`config.mk`:
```
export PLATFORM = sky130hd
export DESIGN_NAME = fetch_queue
export DESIGN_NICKNAME = d
export VERILOG_FILES = /design/src/rtl/fetch_queue.sv
export SDC_FILE = /design/constraint.sdc
export NUM_CORES = 1
export LEC_CHECK = 0
export CORE_MARGIN = 8
export CORE_UTILIZATION = 25
export DETAILED_ROUTE_END_ITERATION = 6
export PLACE_DENSITY = 0.52
export SLEW_MARGIN = 20
export SYNTH_ARGS = -nofsm -noshare
export SYNTH_HDL_FRONTEND = slang
export SYNTH_SLANG_ARGS = --single-unit
export TNS_END_PERCENT = 50
```
`constraint.sdc`:
```
create_clock -name clk -period 9.25 [get_ports clk]
set_clock_uncertainty 0.05 [all_clocks]
set_input_delay 2.3125 -clock clk [delete_from_list [all_inputs] [get_ports clk]]
set_output_delay 2.3125 -clock clk [all_outputs]
set_load 0.03 [all_outputs]
```
`src/rtl/fetch_queue.sv`:
```
// fetch_queue: instruction fetch unit with a small prefetch queue.
// Keeps at most one instruction-memory request in flight (IDLE/WAIT/DROP),
// buffers returned words with their next-PC, and flushes on redirect.
// Optional feature: define FETCH_QUEUE_BYPASS_EN to hand an acked word
// straight to the consumer when the queue is empty (saves one cycle).
module fetch_queue #(
    parameter int unsigned DEPTH    = 4,
    parameter logic [31:0] RESET_PC = 32'h0
) (
    input  logic        clk,
    input  logic        rst_n,
    input  logic        redirect,
    input  logic [31:0] redirect_pc,
    output logic        imem_req,
    output logic [31:0] imem_addr,
    input  logic        imem_ack,
    input  logic [31:0] imem_data,
    output logic        out_valid,
    input  logic        out_ready,
    output logic [31:0] out_inst,
    output logic [31:0] out_pc_4
);

    localparam int unsigned PTR_W = (DEPTH > 1) ? $clog2(DEPTH) : 1;
    localparam int unsigned CNT_W = $clog2(DEPTH + 1);

    typedef enum logic [1:0] {
        IDLE = 2'd0,
        WAIT = 2'd1,
        DROP = 2'd2
    } state_t;

    state_t             state_reg;
    logic [31:0]        fetch_pc_reg;
    logic [PTR_W-1:0]   wr_ptr_reg;
    logic [PTR_W-1:0]   rd_ptr_reg;
    logic [PTR_W-1:0]   rd_ptr_next;
    logic [CNT_W-1:0]   count_reg;
    logic [CNT_W-1:0]   count_next;
    logic [31:0]        out_inst_reg;
    logic [31:0]        out_pc_4_reg;

    logic [31:0]        inst_mem [DEPTH];
    logic [31:0]        pc4_mem  [DEPTH];

    logic               issue;
    logic               word_ok;
    logic               bypass_hit;
    logic               push;
    logic               pop;
    logic               head_from_push;

    // Handshake decode: issue, accepted response, bypass, push/pop and next count
    always_comb begin
        issue    = (state_reg == IDLE) && !redirect && (count_reg < CNT_W'(DEPTH));
        word_ok  = (state_reg == WAIT) && imem_ack && !redirect;
`ifdef FETCH_QUEUE_BYPASS_EN
        bypass_hit = word_ok && (count_reg == '0);
`else
        bypass_hit = 1'b0;
`endif
        // A bypassed word that is consumed immediately never enters the queue
        push = word_ok && !(bypass_hit && out_ready);
        pop  = (count_reg != '0) && out_ready && !redirect;

        count_next = count_reg;
        if (redirect) begin
            count_next = '0;
        end else begin
            unique case ({push, pop})
                2'b10:   count_next = count_reg + CNT_W'(1);
                2'b01:   count_next = count_reg - CNT_W'(1);
                default: count_next = count_reg;
            endcase
        end

        rd_ptr_next = pop ? (rd_ptr_reg + PTR_W'(1)) : rd_ptr_reg;

        // The new head is the word being written only when the queue drains to
        // empty (or already is) in this same cycle
        head_from_push = push && ((count_reg == '0) ||
                                  ((count_reg == CNT_W'(1)) && pop));
    end

    // Request and consumer-side outputs; the pushed next-PC is fetch_pc_reg,
    // which already holds request address + 4 while in WAIT
    always_comb begin
        imem_req  = issue;
        imem_addr = fetch_pc_reg;
        out_valid = (count_reg != '0) || bypass_hit;
        out_inst  = bypass_hit ? imem_data    : out_inst_reg;
        out_pc_4  = bypass_hit ? fetch_pc_reg : out_pc_4_reg;
    end

    // Fetch FSM: one outstanding request, redirect always wins
    always_ff @(posedge clk or negedge rst_n) begin
        if (!rst_n) begin
            state_reg    <= IDLE;
            fetch_pc_reg <= RESET_PC;
        end else begin
            unique case (state_reg)
                IDLE: begin
                    if (redirect) begin
                        fetch_pc_reg <= redirect_pc;
                    end else if (issue) begin
                        fetch_pc_reg <= fetch_pc_reg + 32'd4;
                        state_reg    <= WAIT;
                    end
                end
                WAIT: begin
                    if (redirect) begin
                        fetch_pc_reg <= redirect_pc;
                        state_reg    <= imem_ack ? IDLE : DROP;
                    end else if (imem_ack) begin
                        state_reg <= IDLE;
                    end
                end
                DROP: begin
                    if (redirect) begin
                        fetch_pc_reg <= redirect_pc;
                    end else if (imem_ack) begin
                        state_reg <= IDLE;
                    end
                end
                default: state_reg <= IDLE;
            endcase
        end
    end

    // Queue bookkeeping and registered head outputs (loaded with the next head)
    always_ff @(posedge clk or negedge rst_n) begin
        if (!rst_n) begin
            count_reg    <= '0;
            wr_ptr_reg   <= '0;
            rd_ptr_reg   <= '0;
            out_inst_reg <= 32'h0;
            out_pc_4_reg <= 32'h0;
        end else if (redirect) begin
            count_reg  <= '0;
            wr_ptr_reg <= '0;
            rd_ptr_reg <= '0;
        end else begin
            count_reg  <= count_next;
            rd_ptr_reg <= rd_ptr_next;
            if (push) begin
                wr_ptr_reg <= wr_ptr_reg + PTR_W'(1);
            end
            if (count_next != '0) begin
                out_inst_reg <= head_from_push ? imem_data    : inst_mem[rd_ptr_next];
                out_pc_4_reg <= head_from_push ? fetch_pc_reg : pc4_mem[rd_ptr_next];
            end
        end
    end

    // Queue storage; no reset so it maps onto plain RAM
    always_ff @(posedge clk) begin
        if (push) begin
            inst_mem[wr_ptr_reg] <= imem_data;
            pc4_mem[wr_ptr_reg]  <= fetch_pc_reg;
        end
    end

endmodule

```
==> run summary <==
The run finished with clean final reports. The fraction of the cycle the final worst path needs came out at 69.4%. The die area came out at 0.0716 mm2. The switching share of total power came out at 34.7%.

The static leakage is 6.49 nW. Setup violations remaining at the end of the flow were counted as 0. The tree is rooted in a clkbuf_16. The critical path in this run is classified as input port to output port. The number of optimization iterations in the first detailed-route pass came out at 5. The combinational share of power is 30.3%.

The number of clock sinks is 361. The filler-free cell count of the finished design is 2197. The number of instances resized during post-cts repair came out at 0. The wire length per cell came out at 22.2 um. The utilization of the core after routing came out at 31.5%. The placed cell count is 2116.

In this run the remaining antenna-violating nets after routing total 0. The filler cells instantiated in the layout total 6283. In this run the biggest area consumer among cell types represents 48.6% of the synthesized area. The signal on the critical path passes through clkdlybuf4s50_1 -> buf_4 -> nor2_1 -> and2_1 -> clkdlybuf4s50_1. The netlist area before placement came out at 0.0158 mm2. The setup TNS after final layout came out at 0 ns. The headroom to the max-slew limit is 26.0%. The total of warnings raised by yosys came out at 0. The insertion delay to the later sink of the worst-skew pair came out at 0.57 ns. The global-route usage over all layers came out at 13.4%. After clock tree synthesis, the setup repair step added 0 buffers. STA classifies the critical path endpoint as an output port. The core area is 0.0629 mm2. For this run the aggregate overflow at the end of global routing stands at 0.

In the final layout, the registers with the most flip-flops are inst_mem (128), pc4_mem (128). The largest single stage delay on the critical path is 0.61 ns. The number of instances in the synthesized netlist came out at 1170. Clock tree synthesis inserted a total of 43 buffers. The worst-path maximum fanout came out at 25. The post-route cell area came out at 0.0198 mm2.

The clock passes through at most 3 buffers. Relative to the synthesized area, the layout overhead comes to 25.1%. Using the TritonRoute via totals, the vias-per-cell ratio works out to 4.86. After synthesis the netlist holds a flip-flop and latch count of 361. The number of enable-type register cells in the synthesized netlist came out at 256. For this design the ratio of total power to cell area is 296 mW/mm2. The initial antenna violation count is 1.

Counting distinct cell types in the post-synthesis netlist gives 55. For this run, design rule violations remaining after detail routing come to 0. The sequential cell fraction of total power came out at 40.5%. The overall die height is 268 um. The final layout net count came out at 1399. The net count after synthesis is 1254. The pre-CTS setup slack came out at 2.85 ns. The part of the Yosys area used for sequential elements came out at 65.2%. The cell that appears most often on the critical path is clkdlybuf4s50_1. The post-detailed-placement cell area came out at 0.0184 mm2. The via count of the first global-routing pass came out at 11100. The first global-routing pass estimated 73.4 mm of wire.

The number of maximum-capacitance constraint violations came out at 0. Setup repair after global routing left no endpoint under its margin. The die boundary width is 268 um. The placer congestion estimate came out at 0.804. The initial cell density of the core is 25.2%.

The clock network burns 29.2% of the power. The number of I/O pins came out at 167. The count of port buffers added during placement came out at 166. The worst hold path belongs to the class flip-flop to flip-flop.

The post-route netlist has 16.5% of its cells at a drive strength greater than 1. The detailed-placement wirelength estimate came out at 28.6 mm. The top achievable clock speed came out at 156 MHz. Ranked by instance count, the synthesized netlist is headed by edfxtp_1 (256), a21oi_1 (157), dfrtp_1 (105), nand2_1 (89), nor2b_1 (69).

The number of hold buffers added after CTS was 0. The average instance area after synthesis is 13.5 um2. The worst setup path is launched from an input port. The internal cell power is 3.83 mW. The clock slew at the register clock pins of the worst setup and hold paths is 0.05 ns. The critical path arrival came out at 4.06 ns. The detailed router's first-iteration violation count came out at 802. The number of H-tree levels is 2.

The most common cell in the synthesized netlist is edfxtp_1. The max-slew violation count came to 0. The most used flip-flop cell after synthesis is edfxtp_1. Counting flops with an async set or reset pin after synthesis yields a share of 29.1%. TritonCTS built the clock tree.

The final critical-path required period is 6.42 ns. Entering global routing, the biggest net connects 89 pins. The required arrival time at the worst endpoint came out at 6.89 ns. At the pin with the least slew margin, the transition time is 1.11 ns. The via count of the routed design came out at 10700. The total count of hold-check failures in the final report is 0. Among all stages on the critical path, the largest delay is contributed by clkdlybuf4s50_1. The floorplan has 92 rows. The net switching power of the design came out at 2.04 mW. The worst ir drop on vdd is 193 uV. The worst setup margin came out at 2.83 ns. The total length of routed wires came out at 48.8 mm.

Summed over all instances, the cell type with the most area after synthesis is edfxtp_1. After synthesis, the cell types taking the most area are edfxtp_1 (49%), dfrtp_1 (17%), a21oi_1 (5.0%).
-- worst max-delay path: cells and delay by family --
kind	cells	cell delay [ns]
buffers and inverters	3	1.46
and+or+nand+nor	2	0.27
-- logic make-up (layout without fill, tap and decap cells) --
kind of cell	Yosys count	count (layout)	synth area share, %
other	0	1	0
DFF	361	361	65.2
adders and majority gates	15	15	1.19
buffers and inverters	108	288	3.18
xor gates and xnor gates	1	1	0.0554
AOI/OAI and AO/OA	352	352	17.0
muxes	68	68	4.82
and+or+nand+nor	265	265	8.60
-- final cells by class --
cell class / instances / area, um2 / share of cell area (%)
timing repair buffer: 192 / 1860 / 9.38
clock inverter: 24 / 241 / 1.22
multi-input combinational: 701 / 5060 / 25.6
tap: 846 / 1060 / 5.35
antenna: 1 / 2.50 / 0.0126
sequential: 361 / 10300 / 52.1
inverter: 16 / 60.1 / 0.303
clock buffer: 56 / 1200 / 6.04
-- stage by stage --
| stage | power [mW] | hold slack, ns |
|---|---|---|
| after floorplan | 3.37 | 0.471 |
| after global placement | 4.18 | 0.441 |
| after detailed placement | 4.21 | 0.445 |
| after CTS | 5.95 | 0.457 |
| after global routing | 6.16 | 0.473 |
| final | 5.87 | 0.453 |
-- cell usage in the layout, fill, tap and decap left out, drive strengths merged, types with 4 or more instances in the layout --
cell           Yosys  final
a211oi             5      5
a21oi            157    157
a221oi            65     65
a311oi             6      6
a31oi              7      7
and2               5      5
and3               7      7
buf               44     27
bufinv             0      4
clkbuf            48     56
clkdlybuf4s50      0    165
clkinv             0     15
dfrtp            105    105
edfxtp           256    256
ha                15     15
inv               16     19
mux2              66     66
nand2             89     89
nand2b             4      4
nand3             12     12
nand4              7      7
nor2              31     31
nor2b             69     69
nor3              14     14
nor4               8      8
o21ai             20     20
o22ai              8      8
o32ai              6      6
o41ai             64     64
or3                9      9
-- path summary, 6_finish.rpt --
kind | startpoint | end | slack, ns | depth (start not counted)
max | redirect | imem_req | 2.83 | 5
min | out_inst[4] | out_inst[4] | 0.45 | 1
max reg2reg | count_reg[0] | out_inst[3] | 5.08 | 11
min reg2reg | out_inst[4] | out_inst[4] | 0.45 | 1
max in group asynchronous | rst_n | rd_ptr_reg[1] | 6.15 | 2
min in group asynchronous | rst_n | out_inst[20] | 1.70 | 1
-- power groups by stage --
stage | clock network [mW] | registers (mW) | logic, mW
CTS | 1.77 | 2.38 | 1.80
floorplan | 0 | 2.69 | 0.684
detailed placement | 0 | 2.41 | 1.80
global placement | 0 | 2.40 | 1.78
finish | 1.71 | 2.38 | 1.78
global route | 1.83 | 2.42 | 1.91
-- layer usage --
| layer | wire [um] | up-vias | global-route usage (%) |
|---|---|---|---|
| li1 | - | 4865 | - |
| met3 | 3100 | 57 | 3.06 |
| met5 | 0 | - | 0 |
| met2 | 22700 | 348 | 21.7 |
| met4 | 810 | 0 | 3.09 |
| met1 | 22200 | 5404 | 18.1 |
Power figures use the tool's default switching activity.
